===== config.mk =====
export PLATFORM = sky130hd
export DESIGN_NAME = dma_ram_stream_writer
export DESIGN_NICKNAME = d
export VERILOG_FILES = /design/src/rtl/dma_ram_stream_writer.sv
export SDC_FILE = /design/constraint.sdc
export NUM_CORES = 1
export LEC_CHECK = 0
export BUFFER_PORTS_ARGS = -buffer_cell sky130_fd_sc_hd__buf_2
export CAP_MARGIN = 20
export CORE_UTILIZATION = 45
export DETAILED_ROUTE_END_ITERATION = 12
export HOLD_SLACK_MARGIN = 0.05
export PLACE_DENSITY = 0.66
export SLEW_MARGIN = 15
export SYNTH_ARGS = -nofsm -noshare
export SYNTH_HDL_FRONTEND = slang
export SYNTH_SLANG_ARGS = --single-unit

===== constraint.sdc =====
create_clock -name clk_i -period 3.95 [get_ports clk_i]
set_clock_uncertainty 0.05 [all_clocks]
set_input_delay 0.395 -clock clk_i [delete_from_list [all_inputs] [get_ports clk_i]]
set_output_delay 0.395 -clock clk_i [all_outputs]
set_load 0.01 [all_outputs]

===== src/rtl/dma_ram_stream_writer.sv =====
// Packs a byte stream big-endian into 32-bit words and writes them to RAM port B; frame ends on s_last_i, RAM stall or reset.
// Latency: a completed word is written the cycle after its 4th byte; s_ready_o is high only in RECV and drops after a stall is seen.
module dma_ram_stream_writer #(
    parameter int ADDR_WIDTH = 13,
    parameter int MAX_WORDS  = 2048
) (
    input  logic                  clk_i,
    input  logic                  rst_i,
    input  logic [ADDR_WIDTH-3:0] cfg_base_i,
    input  logic [ADDR_WIDTH-3:0] cfg_len_i,
    input  logic                  start_i,
    output logic                  busy_o,
    output logic                  done_o,
    output logic                  overflow_o,
    output logic                  err_o,
    output logic [ADDR_WIDTH-1:0] byte_cnt_o,
    input  logic [7:0]            s_data_i,
    input  logic                  s_valid_i,
    input  logic                  s_last_i,
    output logic                  s_ready_o,
    output logic [ADDR_WIDTH-3:0] rawp_adr_o,
    output logic [31:0]           rawp_dat_o,
    output logic                  rawp_we_o,
    input  logic                  rawp_stall_i
);

    localparam int WA = ADDR_WIDTH - 2;

    if (MAX_WORDS > (1 << WA)) begin : g_cfg_chk
        $error("MAX_WORDS exceeds the port B word address space");
    end

    typedef enum logic [2:0] {
        S_IDLE,
        S_RECV,
        S_FLUSH,
        S_CHECK,
        S_DONE
    } state_t;

    state_t                state_q, state_d;
    logic [WA-1:0]         base_q, base_d;
    logic [WA-1:0]         len_q, len_d;
    logic [WA-1:0]         word_idx_q, word_idx_d;
    logic [1:0]            byte_idx_q, byte_idx_d;
    logic [31:0]           pack_q, pack_d;
    logic [ADDR_WIDTH-1:0] byte_cnt_q, byte_cnt_d;
    logic                  ovf_q, ovf_d;
    logic                  err_q, err_d;
    logic                  we_q, we_d;
    logic                  chk_q, chk_d;
    logic [WA-1:0]         adr_q, adr_d;
    logic [31:0]           dat_q, dat_d;

    logic        accept;
    logic        word_end;
    logic        full;
    logic        stall_hit;
    logic [31:0] merged;

    assign s_ready_o  = (state_q == S_RECV);
    assign busy_o     = (state_q != S_IDLE);
    assign done_o     = (state_q == S_DONE);
    assign overflow_o = ovf_q;
    assign err_o      = err_q;
    assign byte_cnt_o = byte_cnt_q;
    assign rawp_adr_o = adr_q;
    assign rawp_dat_o = dat_q;
    assign rawp_we_o  = we_q;

    assign accept    = s_ready_o & s_valid_i;
    assign word_end  = (byte_idx_q == 2'd3) | s_last_i;
    assign full      = (word_idx_q == len_q);
    // chk_q marks the cycle in which the RAM reports on the previous cycle's write
    assign stall_hit = chk_q & rawp_stall_i;
    assign merged    = pack_q | ({s_data_i, 24'h000000} >> {byte_idx_q, 3'b000});

    always_comb begin
        state_d    = state_q;
        base_d     = base_q;
        len_d      = len_q;
        word_idx_d = word_idx_q;
        byte_idx_d = byte_idx_q;
        pack_d     = pack_q;
        byte_cnt_d = byte_cnt_q;
        ovf_d      = ovf_q;
        err_d      = err_q;
        we_d       = 1'b0;
        chk_d      = we_q;
        adr_d      = adr_q;
        dat_d      = dat_q;

        case (state_q)
            S_IDLE: begin
                if (start_i) begin
                    base_d     = cfg_base_i;
                    len_d      = cfg_len_i;
                    word_idx_d = '0;
                    byte_idx_d = 2'd0;
                    pack_d     = '0;
                    byte_cnt_d = '0;
                    ovf_d      = 1'b0;
                    err_d      = 1'b0;
                    chk_d      = 1'b0;
                    state_d    = S_RECV;
                end
            end
            S_RECV: begin
                if (accept) begin
                    if (byte_cnt_q != {ADDR_WIDTH{1'b1}}) begin
                        byte_cnt_d = byte_cnt_q + ADDR_WIDTH'(1);
                    end
                    if (word_end) begin
                        pack_d     = '0;
                        byte_idx_d = 2'd0;
                        if (full) begin
                            ovf_d = 1'b1;
                        end else if (!stall_hit) begin
                            we_d       = 1'b1;
                            adr_d      = base_q + word_idx_q;
                            dat_d      = merged;
                            word_idx_d = word_idx_q + WA'(1);
                        end
                    end else begin
                        pack_d     = merged;
                        byte_idx_d = byte_idx_q + 2'd1;
                    end
                    if (s_last_i) begin
                        state_d = S_FLUSH;
                    end
                end
                // A stall aborts the frame even if this cycle also carried s_last_i
                if (stall_hit) begin
                    err_d   = 1'b1;
                    state_d = S_DONE;
                end
            end
            S_FLUSH: begin
                if (stall_hit) begin
                    err_d = 1'b1;
                end
                state_d = S_CHECK;
            end
            S_CHECK: begin
                if (stall_hit) begin
                    err_d = 1'b1;
                end
                state_d = S_DONE;
            end
            S_DONE: begin
                state_d = S_IDLE;
            end
            default: begin
                state_d = S_IDLE;
            end
        endcase
    end

    always_ff @(posedge clk_i) begin
        if (rst_i) begin
            state_q    <= S_IDLE;
            base_q     <= '0;
            len_q      <= '0;
            word_idx_q <= '0;
            byte_idx_q <= 2'd0;
            pack_q     <= '0;
            byte_cnt_q <= '0;
            ovf_q      <= 1'b0;
            err_q      <= 1'b0;
            we_q       <= 1'b0;
            chk_q      <= 1'b0;
            adr_q      <= '0;
            dat_q      <= '0;
        end else begin
            state_q    <= state_d;
            base_q     <= base_d;
            len_q      <= len_d;
            word_idx_q <= word_idx_d;
            byte_idx_q <= byte_idx_d;
            pack_q     <= pack_d;
            byte_cnt_q <= byte_cnt_d;
            ovf_q      <= ovf_d;
            err_q      <= err_d;
            we_q       <= we_d;
            chk_q      <= chk_d;
            adr_q      <= adr_d;
            dat_q      <= dat_d;
        end
    end

endmodule


==> results.tsv, run 1 <==
stage	metric	value	unit
worst_setup_path	start_kind	register	
clock_network	clk_latency	420	ps
final_layout	n_fill_cell	1171	
worst_setup_path	cp_data_required_time	4230	ps
synthesis	synth_top_cell_area_share	44.9	%
worst_setup_path	critPathKind	reg2reg	
synthesis	synth_top_area_cell	dfxtp_1	
detailed_routing	viasPerCell	5.39	
grt	grt_max_degree	56	
timing	layout_setup_ws	1350	ps
worst_setup_path	cp-startpoint	word_idx_q[7]	
pwr	irDropWorstVdd	0.000236	V
timing	finalCritPeriodShare	65.9	%
worst_setup_path	arrival	2880	ps
detailed_routing	vias	4987	
placement	place_congestion	0.898	
placement	place_ws	1390	ps
worst_setup_path	slowest_delay	720	ps
detailed_routing	drt_iter0_markers	399	
synthesis	ys_types	57	
synthesis	synth_ff_type	dfxtp_1	
grt	grt_pass1_vias	4650	
run	maxCapViolations	0	
clock_network	cts_sinks	130	
clock_network	cts_root_buffer	clkbuf_16	
timing	max_freq	384	MHz
synthesis	synth_area_per_cell	8.72	µm²
worst_setup_path	r2r-start	word_idx_q[7]	
worst_hold_path	hold_class	in2reg	
final_layout	fin_area	6900	µm²
worst_setup_path	cp_max_fo	55	
synthesis	ys_seq_area_share	44.9	%
detailed_routing	ant_nets	0	
clock_network	cts_buffers	17	
placement	dp_hpwl	9.67	mm
placement	place_area	6330	µm²
pwr	leakage	2.83	nW
grt	grt_usage	22.2	%
grt	grt.overflow.total	0	
synthesis	ys_warn_count	0	
synthesis	ys_seq_elements	130	
synthesis	synthesis.nets	714	
synthesis	syn_inst	664	
clock_network	cts_resized	0	
timing	slew_viol_final	0	
synthesis	yosysMostFrequentCell	dfxtp_1	
die	coreArea	12600	µm²
timing	period_needed	2600	ps
die	dieHeight	115	µm
worst_hold_path	hp-start	cfg_base_i[9]	
grt	grt_pass1_wl	22.6	mm
outcome	run_status	finished, final reports clean	
worst_setup_path	cp_cell_sequence	xor2_1 > nor4_1 > a31oi_4 > buf_4 > nand2b_1 > o311ai_1	
synthesis	yosys-top-cells-area	dfxtp_1 45%, a21oi_1 8.6%, nor2_1 6.2%, a211oi_2 5.2%, nand2_1 4.1%	
final_layout	fin_nets	791	
clock_network	cts-htree-levels	4	
timing	hold_viol_final	0	
die	io_pins	98	
clock_network	cts_setup_buffers	0	
die	dieArea	13300	µm²
pwr	power_density	463	nW/µm²
die	die_x	115	µm
die	fp-row-count	41	
worst_setup_path	cp_slowest_cell	nor4_1	
final_layout	synthToLayoutAreaGrowth	19.1	%
clock_network	cts_tree	built	
placement	port-buffer-count	97	
timing	fin_tns_setup	0	ps
die	start_util	46.1	%
worst_setup_path	cp-end-kind	register	
timing	slew_headroom	41.8	%
detailed_routing	routed_wl	14.0	mm
synthesis	synth-edff-count	0	
final_layout	drive_above_1_share	22.0	%
timing	rsz0062_at_grt	false	
timing	finalSetupViolCount	0	
detailed_routing	drtPass1Iterations	6	
grt	antenna_found_initial	0	
timing	tightest_slew	866	ps
clock_network	clkTransAtPathRegs	60	ps
synthesis	synthArstFlopShare	0	%
placement	dp_cells	894	
final_layout	insertedDiodeCount	0	
final_layout	final_cells	926	
synthesis	synth_area	5790	µm²
clock_network	clock_path_buffers	2	
clock_network	hold_buffers	0	
detailed_routing	post_drt_wl_per_cell	15.2	µm
synthesis	synth_common_cells	130 x dfxtp_1, 100 x a21oi_1, 96 x nor2_1, 64 x nand2_1, 24 x a211oi_2	
detailed_routing	drc	0	
-- per-stage QoR --
step	total power, mW	utilization, %	hold WS, ps
after global routing	3.32	54.9	153
after global placement	1.71	50.4	398
after CTS	3.22	54.9	153
after detailed placement	1.72	50.4	405
final	3.19	54.9	162
after floorplan	1.63	-	388
-- power by group --
group          switching [mW]  leakage (nW)  internal [mW]
sequential             0.0323          1.05           1.36
clock                   0.536         0.284          0.962
combinational           0.196          1.49          0.107
-- cells in the final DEF, fill, tap and decap left out, types with 4 or more instances in the layout --
| cell type | instances |
|---|---|
| clkbuf_16 | 17 |
| o21ai_1 | 6 |
| nor2_1 | 96 |
| and3_1 | 11 |
| nand3b_1 | 4 |
| ha_1 | 13 |
| nor3_1 | 13 |
| xor2_1 | 17 |
| o2111ai_1 | 4 |
| mux2i_1 | 9 |
| nor3b_1 | 4 |
| nand4_1 | 7 |
| buf_4 | 6 |
| xnor2_1 | 12 |
| and2_1 | 8 |
| o21ai_0 | 5 |
| clkbuf_8 | 6 |
| a21oi_1 | 100 |
| a211oi_1 | 12 |
| inv_1 | 11 |
| nand2_1 | 64 |
| nand3_1 | 16 |
| buf_2 | 97 |
| dfxtp_1 | 130 |
| clkbuf_1 | 5 |
| a211oi_2 | 24 |
-- final timing paths --
| check | end | slack (ps) | cells after the start |
|---|---|---|---|
| setup / recovery | word_idx_q[6] | 1350 | 6 |
| hold / removal | base_q[9] | 160 | 3 |
| setup reg to reg | word_idx_q[6] | 1350 | 6 |
| hold reg to reg | pack_q[0] | 420 | 2 |
-- area by class of cell --
cell class	count	area, µm²	area share [%]
clock inverter	4	45.0	0.653
multi-input combinational	476	2930	42.5
timing repair buffer	103	531	7.69
sequential	130	2600	37.7
tap	172	215	3.12
clock buffer	28	527	7.63
inverter	13	48.8	0.707
-- kinds of logic (layout without fill, tap and decap cells) --
kind of cell | count (synthesis) | in the layout | synth area share (%)
compound gates | 175 | 175 | 20.3
simple gates | 247 | 247 | 20.6
buf+inv | 58 | 148 | 4.69
fa+ha+maj | 14 | 14 | 3.15
mux | 11 | 11 | 1.94
xor+xnor | 29 | 29 | 4.38
flops | 130 | 130 | 44.9
-- worst max-delay path, delay by kind of cell, from the launching register on --
family | cells | cell delay [ps]
AO/OA/AOI/OAI | 2 | 430
XOR/XNOR | 1 | 120
buffers and inverters | 1 | 360
AND/OR/NAND/NOR | 2 | 1040
flip-flops | 1 | 510
-- layer usage --
metal / global-route usage (%) / wire (µm)
met1: 28.5 / 6550
met2: 35.3 / 6510
met3: 6.90 / 789
met4: 7.79 / 186
met5: 0 / 0
-- registers in the layout, indices dropped and copies added (netlist names) --
signal / count
overflow_o: 1
word_idx_q: 11
pack_q: 32
rawp_dat_o: 32
rawp_we_o: 1
state_q: 3
base_q: 11
chk_q: 1
byte_idx_q: 2
byte_cnt_o: 13
len_q: 11
rawp_adr_o: 11
err_o: 1
No activity file was read; power rests on OpenSTA's default activity.
==> inputs of run 2 (changes only) <==
==> constraint.sdc (replaced) <==
create_clock -name clk_i -period 2.4 [get_ports clk_i]
set_clock_uncertainty 0.05 [all_clocks]
set_input_delay 0.24 -clock clk_i [delete_from_list [all_inputs] [get_ports clk_i]]
set_output_delay 0.24 -clock clk_i [all_outputs]
set_load 0.01 [all_outputs]
==> results.tsv, run 2 (synthesized netlist as in run 1, its figures left out) <==
stage	metric	value	unit
worst_setup_path	crit_family	compound AO/OA/AOI/OAI gates	
detailed_routing	post_drt_wl_per_cell	14.5	µm
clock_network	cts_sinks	130	
final_layout	n_fill_cell	1115	
timing	slew_viol_final	0	
worst_setup_path	r2r-start	state_q[1]	
detailed_routing	ant_nets	0	
worst_setup_path	cp_max_fo	9	
timing	tightest_slew	754	ps
worst_setup_path	cp_cell_sequence	nor2_1 > nand2_1 > buf_4 > a211oi_1 > a31oi_1 > a41o_1	
pwr	irDropWorstVdd	0.000423	V
grt	grt_usage	22.2	%
final_layout	fin_nets	828	
worst_hold_path	hold_class	in2reg	
placement	place_ws	183	ps
detailed_routing	vias	5046	
final_layout	synthToLayoutAreaGrowth	25.8	%
worst_hold_path	holdPathEnd	state_q[2]	
grt	grt_pass1_vias	4688	
pwr	power_density	758	nW/µm²
final_layout	multi_input_area	2940	µm²
clock_network	cts_buffers	17	
placement	dp_hpwl	9.66	mm
worst_setup_path	worstReg2RegEnd	byte_cnt_o[5]	
clock_network	cts_root_buffer	clkbuf_16	
grt	antenna_found_initial	0	
die	dieHeight	115	µm
placement	place_congestion	0.828	
timing	period_needed	2190	ps
worst_setup_path	r2r_cells	6	
timing	hold_viol_final	0	
clock_network	cts_tree	built	
die	dieArea	13300	µm²
clock_network	cts_setup_buffers	0	
worst_setup_path	critPathKind	reg2reg	
clock_network	clk_latency	420	ps
die	fp-row-count	41	
final_layout	final_cell_mix	130 x dfxtp_1, 99 x a21oi_1, 97 x buf_2	
worst_setup_path	cp_data_required_time	2660	ps
grt	grt.overflow.total	0	
worst_setup_path	cp_num_buf_inv	1	
timing	finalSetupViolCount	0	
die	start_util	46.1	%
final_layout	regArea	2600	µm²
detailed_routing	routed_wl	14.0	mm
timing	finalCritPeriodShare	91.2	%
final_layout	drive_above_1_share	23.3	%
worst_setup_path	start_kind	register	
detailed_routing	drtPass1Iterations	5	
run	maxCapViolations	0	
pwr	leakage	3.01	nW
clock_network	cts-htree-levels	4	
detailed_routing	drc	0	
die	die_x	115	µm
timing	max_freq	457	MHz
final_layout	final_common_cell	dfxtp_1	
worst_setup_path	cp_slowest_cell	a211oi_1	
timing	fin_tns_setup	0	ps
worst_hold_path	hp-start	rawp_stall_i	
placement	port-buffer-count	97	
timing	slew_headroom	49.7	%
detailed_routing	drt_iter0_markers	427	
worst_hold_path	worstHoldPathCells	3	
outcome	run_status	finished, final reports clean	
die	io_pins	98	
worst_setup_path	r2r_setup_slack	210	ps
final_layout	insertedDiodeCount	0	
clock_network	clock_path_buffers	2	
worst_setup_path	arrival	2450	ps
worst_setup_path	cp-end-kind	register	
timing	layout_setup_ws	211	ps
die	coreArea	12600	µm²
clock_network	clkTransAtPathRegs	50	ps
timing	rsz0062_at_grt	false	
worst_setup_path	slowest_delay	510	ps
grt	grt_max_degree	65	
detailed_routing	viasPerCell	5.25	
grt	grt_pass1_wl	22.8	mm
## run 2: cell count changes in the layout (fill, tap and decap cells not counted), moves of 2 or more
cell / previous run / this run
buf_4: 6 / 20
bufinv_16: 1 / 4
clkbuf_1: 5 / 2
clkbuf_8: 6 / 1
clkinv_4: 0 / 2
dlygate4sd3_1: 0 / 22
## run 2: worst reg2reg max path, stage by stage, from the launching register on
cell and delay [ps]:
dfxtp_1 400, nor2_1 340, nand2_1 210, buf_4 200, a211oi_1 510, a31oi_1 160
a41o_1 220
## run 2: worst max-delay path by stage
| stage | startpoint | to | slack [ps] | cells past startpoint |
|---|---|---|---|---|
| 3_3_place_gp | word_idx_q[0] | rawp_adr_o[8] | 240 | 7 |
| 6_report | state_q[1] | byte_cnt_o[5] | 210 | 6 |
| 3_5_place_dp | word_idx_q[0] | rawp_adr_o[8] | 180 | 7 |
| 4_1_cts | word_idx_q[0] | rawp_adr_o[8] | 130 | 7 |
| 2_1_floorplan | word_idx_q[0] | rawp_adr_o[8] | 400 | 7 |
| 5_1_grt | state_q[1] | byte_cnt_o[5] | 7 | 6 |
## run 2: timing repair
item,4_1_cts,5_1_grt
hold buffers,22,0
resized for setup,0,2
hold endpoints to repair,22,0
setup endpoints to repair,0,1
## run 2: stage by stage
stage / utilization [%] / total power [mW] / instance area, µm² / hold WS (ps) / std cells
global placement: 51.3 / 2.85 / 6450 / 398 / 909
detailed placement: 51.3 / 2.86 / 6450 / 406 / 909
floorplan: - / 2.67 / 5790 / 326 / 664
global route: 58.0 / 5.72 / 7290 / 114 / 961
finish: 58.0 / 5.52 / 7290 / 101 / 961
CTS: 57.9 / 5.56 / 7280 / 87.0 / 961
## run 2: area by class of cell
cell class,count,area share [%]
timing repair buffer,140,12.0
tap,172,2.95
clock inverter,10,2.20
clock buffer,20,6.13
sequential,130,35.7
multi-input combinational,476,40.3
inverter,13,0.669
## run 2: where the power goes
group          leakage (nW)  switching (mW)  internal, mW  total (mW)
Sequential             1.05          0.0496          2.23        2.28
Combinational          1.66           0.334         0.227       0.562
Clock                 0.296           0.932          1.75        2.68
Total                  3.01            1.32          4.21        5.52
## run 2: per-layer routing
metal / GRT usage (%) / wire length [µm] / vias to the layer above
met2: 35.2 / 6470 / 117
met4: 8.14 / 244 / 0
met5: 0 / 0 / -
met1: 28.6 / 6460 / 2360
li1: - / - / 2551
met3: 6.43 / 796 / 18
==> inputs of run 3 (changes only) <==
--- a/config.mk
+++ b/config.mk
@@ -7,10 +7,10 @@
 export LEC_CHECK = 0
 export BUFFER_PORTS_ARGS = -buffer_cell sky130_fd_sc_hd__buf_2
 export CAP_MARGIN = 20
-export CORE_UTILIZATION = 45
+export CORE_UTILIZATION = 56
 export DETAILED_ROUTE_END_ITERATION = 12
 export HOLD_SLACK_MARGIN = 0.05
-export PLACE_DENSITY = 0.66
+export PLACE_DENSITY = 0.8
 export SLEW_MARGIN = 15
 export SYNTH_ARGS = -nofsm -noshare
 export SYNTH_HDL_FRONTEND = slang
==> results.tsv, run 3 (synthesized netlist as in run 1, its figures left out) <==
stage	metric	value	unit
outcome	run_status	finished, final reports clean	
clock_network	cts-htree-levels	4	
pwr	irDropWorstVdd	0.000582	V
final_layout	insertedDiodeCount	0	
timing	hold_viol_final	0	
worst_setup_path	critPathKind	reg2reg	
pwr	p_total	5.60	mW
placement	dp_cells	871	
die	dieArea	10800	µm²
timing	tightest_slew	939	ps
timing	slew_viol_final	0	
clock_network	clkTransAtPathRegs	60	ps
grt	antenna_found_initial	0	
placement	dp_hpwl	10.0	mm
placement	place_area	6420	µm²
detailed_routing	drtPass1Iterations	5	
final_layout	fin_nets	839	
pwr	power_density	760	nW/µm²
placement	port-buffer-count	97	
timing	worst_hold_slack	71.7	ps
final_layout	final_common_cell	dfxtp_1	
grt	grt_pass1_vias	5263	
detailed_routing	drc	0	
die	dieHeight	104	µm
timing	finalSetupViolCount	0	
clock_network	cts_root_buffer	clkbuf_8	
timing	rsz0062_at_grt	false	
timing	max_freq	446	MHz
grt	grt_usage	30.2	%
clock_network	clk_latency	540	ps
die	fp-row-count	36	
final_layout	synthToLayoutAreaGrowth	27.3	%
clock_network	clock_path_buffers	2	
final_layout	final_cells	935	
worst_setup_path	cp_data_required_time	2810	ps
die	io_pins	98	
detailed_routing	ant_nets	0	
detailed_routing	met2_length	7.63	mm
detailed_routing	m1WireLength	6.50	mm
timing	finalCritPeriodShare	93.5	%
clock_network	cts_sinks	130	
detailed_routing	highest_layer	met4	
final_layout	n_fill_cell	651	
die	coreArea	9910	µm²
detailed_routing	vias	5501	
worst_setup_path	arrival	2650	ps
worst_setup_path	start_kind	register	
detailed_routing	drt_iter0_markers	497	
pwr	leakage	3.07	nW
worst_setup_path	cp_max_fo	6	
worst_hold_path	hold_class	in2reg	
worst_setup_path	cp-end-kind	register	
timing	fin_tns_setup	0	ps
detailed_routing	post_drt_wl_per_cell	16.9	µm
die	start_util	58.5	%
clock_network	cts_tree	built	
detailed_routing	routed_wl	15.8	mm
grt	grt_max_degree	37	
run	maxCapViolations	0	
final_layout	drive_above_1_share	23.3	%
placement	place_congestion	0.881	
final_layout	fin_area	7370	µm²
grt	grt.overflow.total	0	
detailed_routing	met3_length	1.05	mm
final_layout	final_cell_mix	130 x dfxtp_1, 99 x a21oi_1, 97 x buf_2	
die	die_x	104	µm
clock_network	cts_buffers	17	
timing	slew_headroom	36.9	%
grt	grt_pass1_wl	25.8	mm
timing	period_needed	2240	ps
detailed_routing	viasPerCell	5.88	
run 3: repair_timing:
item	CTS	global route
resized for setup	0	1
buffers inserted	0	0
hold buffers	32	0
endpoints found under the setup margin	0	1
hold endpoints to repair	46	0
run 3: final cells by class:
cell class	instances	area, µm²	area share [%]
multi-input cells	476	2940	39.8
flip-flops and latches	130	2600	35.3
repair buffers	151	996	13.5
clock buffers	20	445	6.04
clock inverters	12	180	2.44
well taps	133	166	2.26
inverters	13	48.8	0.662
run 3: worst max-delay path: stages, from the launching register on:
cell       delay, ps
dfxtp_1          380
ha_1             240
fa_1             420
a21oi_2          220
o2111ai_1        220
o31ai_1          320
xor2_1           100
a211oi_1         220
run 3: layer usage:
layer	global-route usage (%)	up-vias
met1	37.3	2600
met2	49.2	250
met3	6.80	67
met5	0	-
li1	-	2584
met4	16.0	0
run 3: path summary, 6_finish.rpt:
check / cells past startpoint / end / slack (ps) / startpoint
worst min register to register: 2 / pack_q[4] / 420 / pack_q[4]
worst max register to register: 7 / rawp_adr_o[8] / 160 / word_idx_q[0]
worst min-delay path: 5 / err_o / 70 / start_i
worst max-delay path: 7 / rawp_adr_o[8] / 160 / word_idx_q[0]
run 3: power breakdown:
part | switching (mW) | internal [mW]
logic | 0.355 | 0.238
clock network | 0.978 | 1.75
registers | 0.0507 | 2.23
total | 1.38 | 4.22
run 3: per-stage QoR:
step	setup slack (ps)	utilization [%]
after detailed placement	184	64.8
after global placement	255	64.8
after floorplan	399	-
after global routing	35.0	74.4
final	157	74.4
after CTS	119	74.4
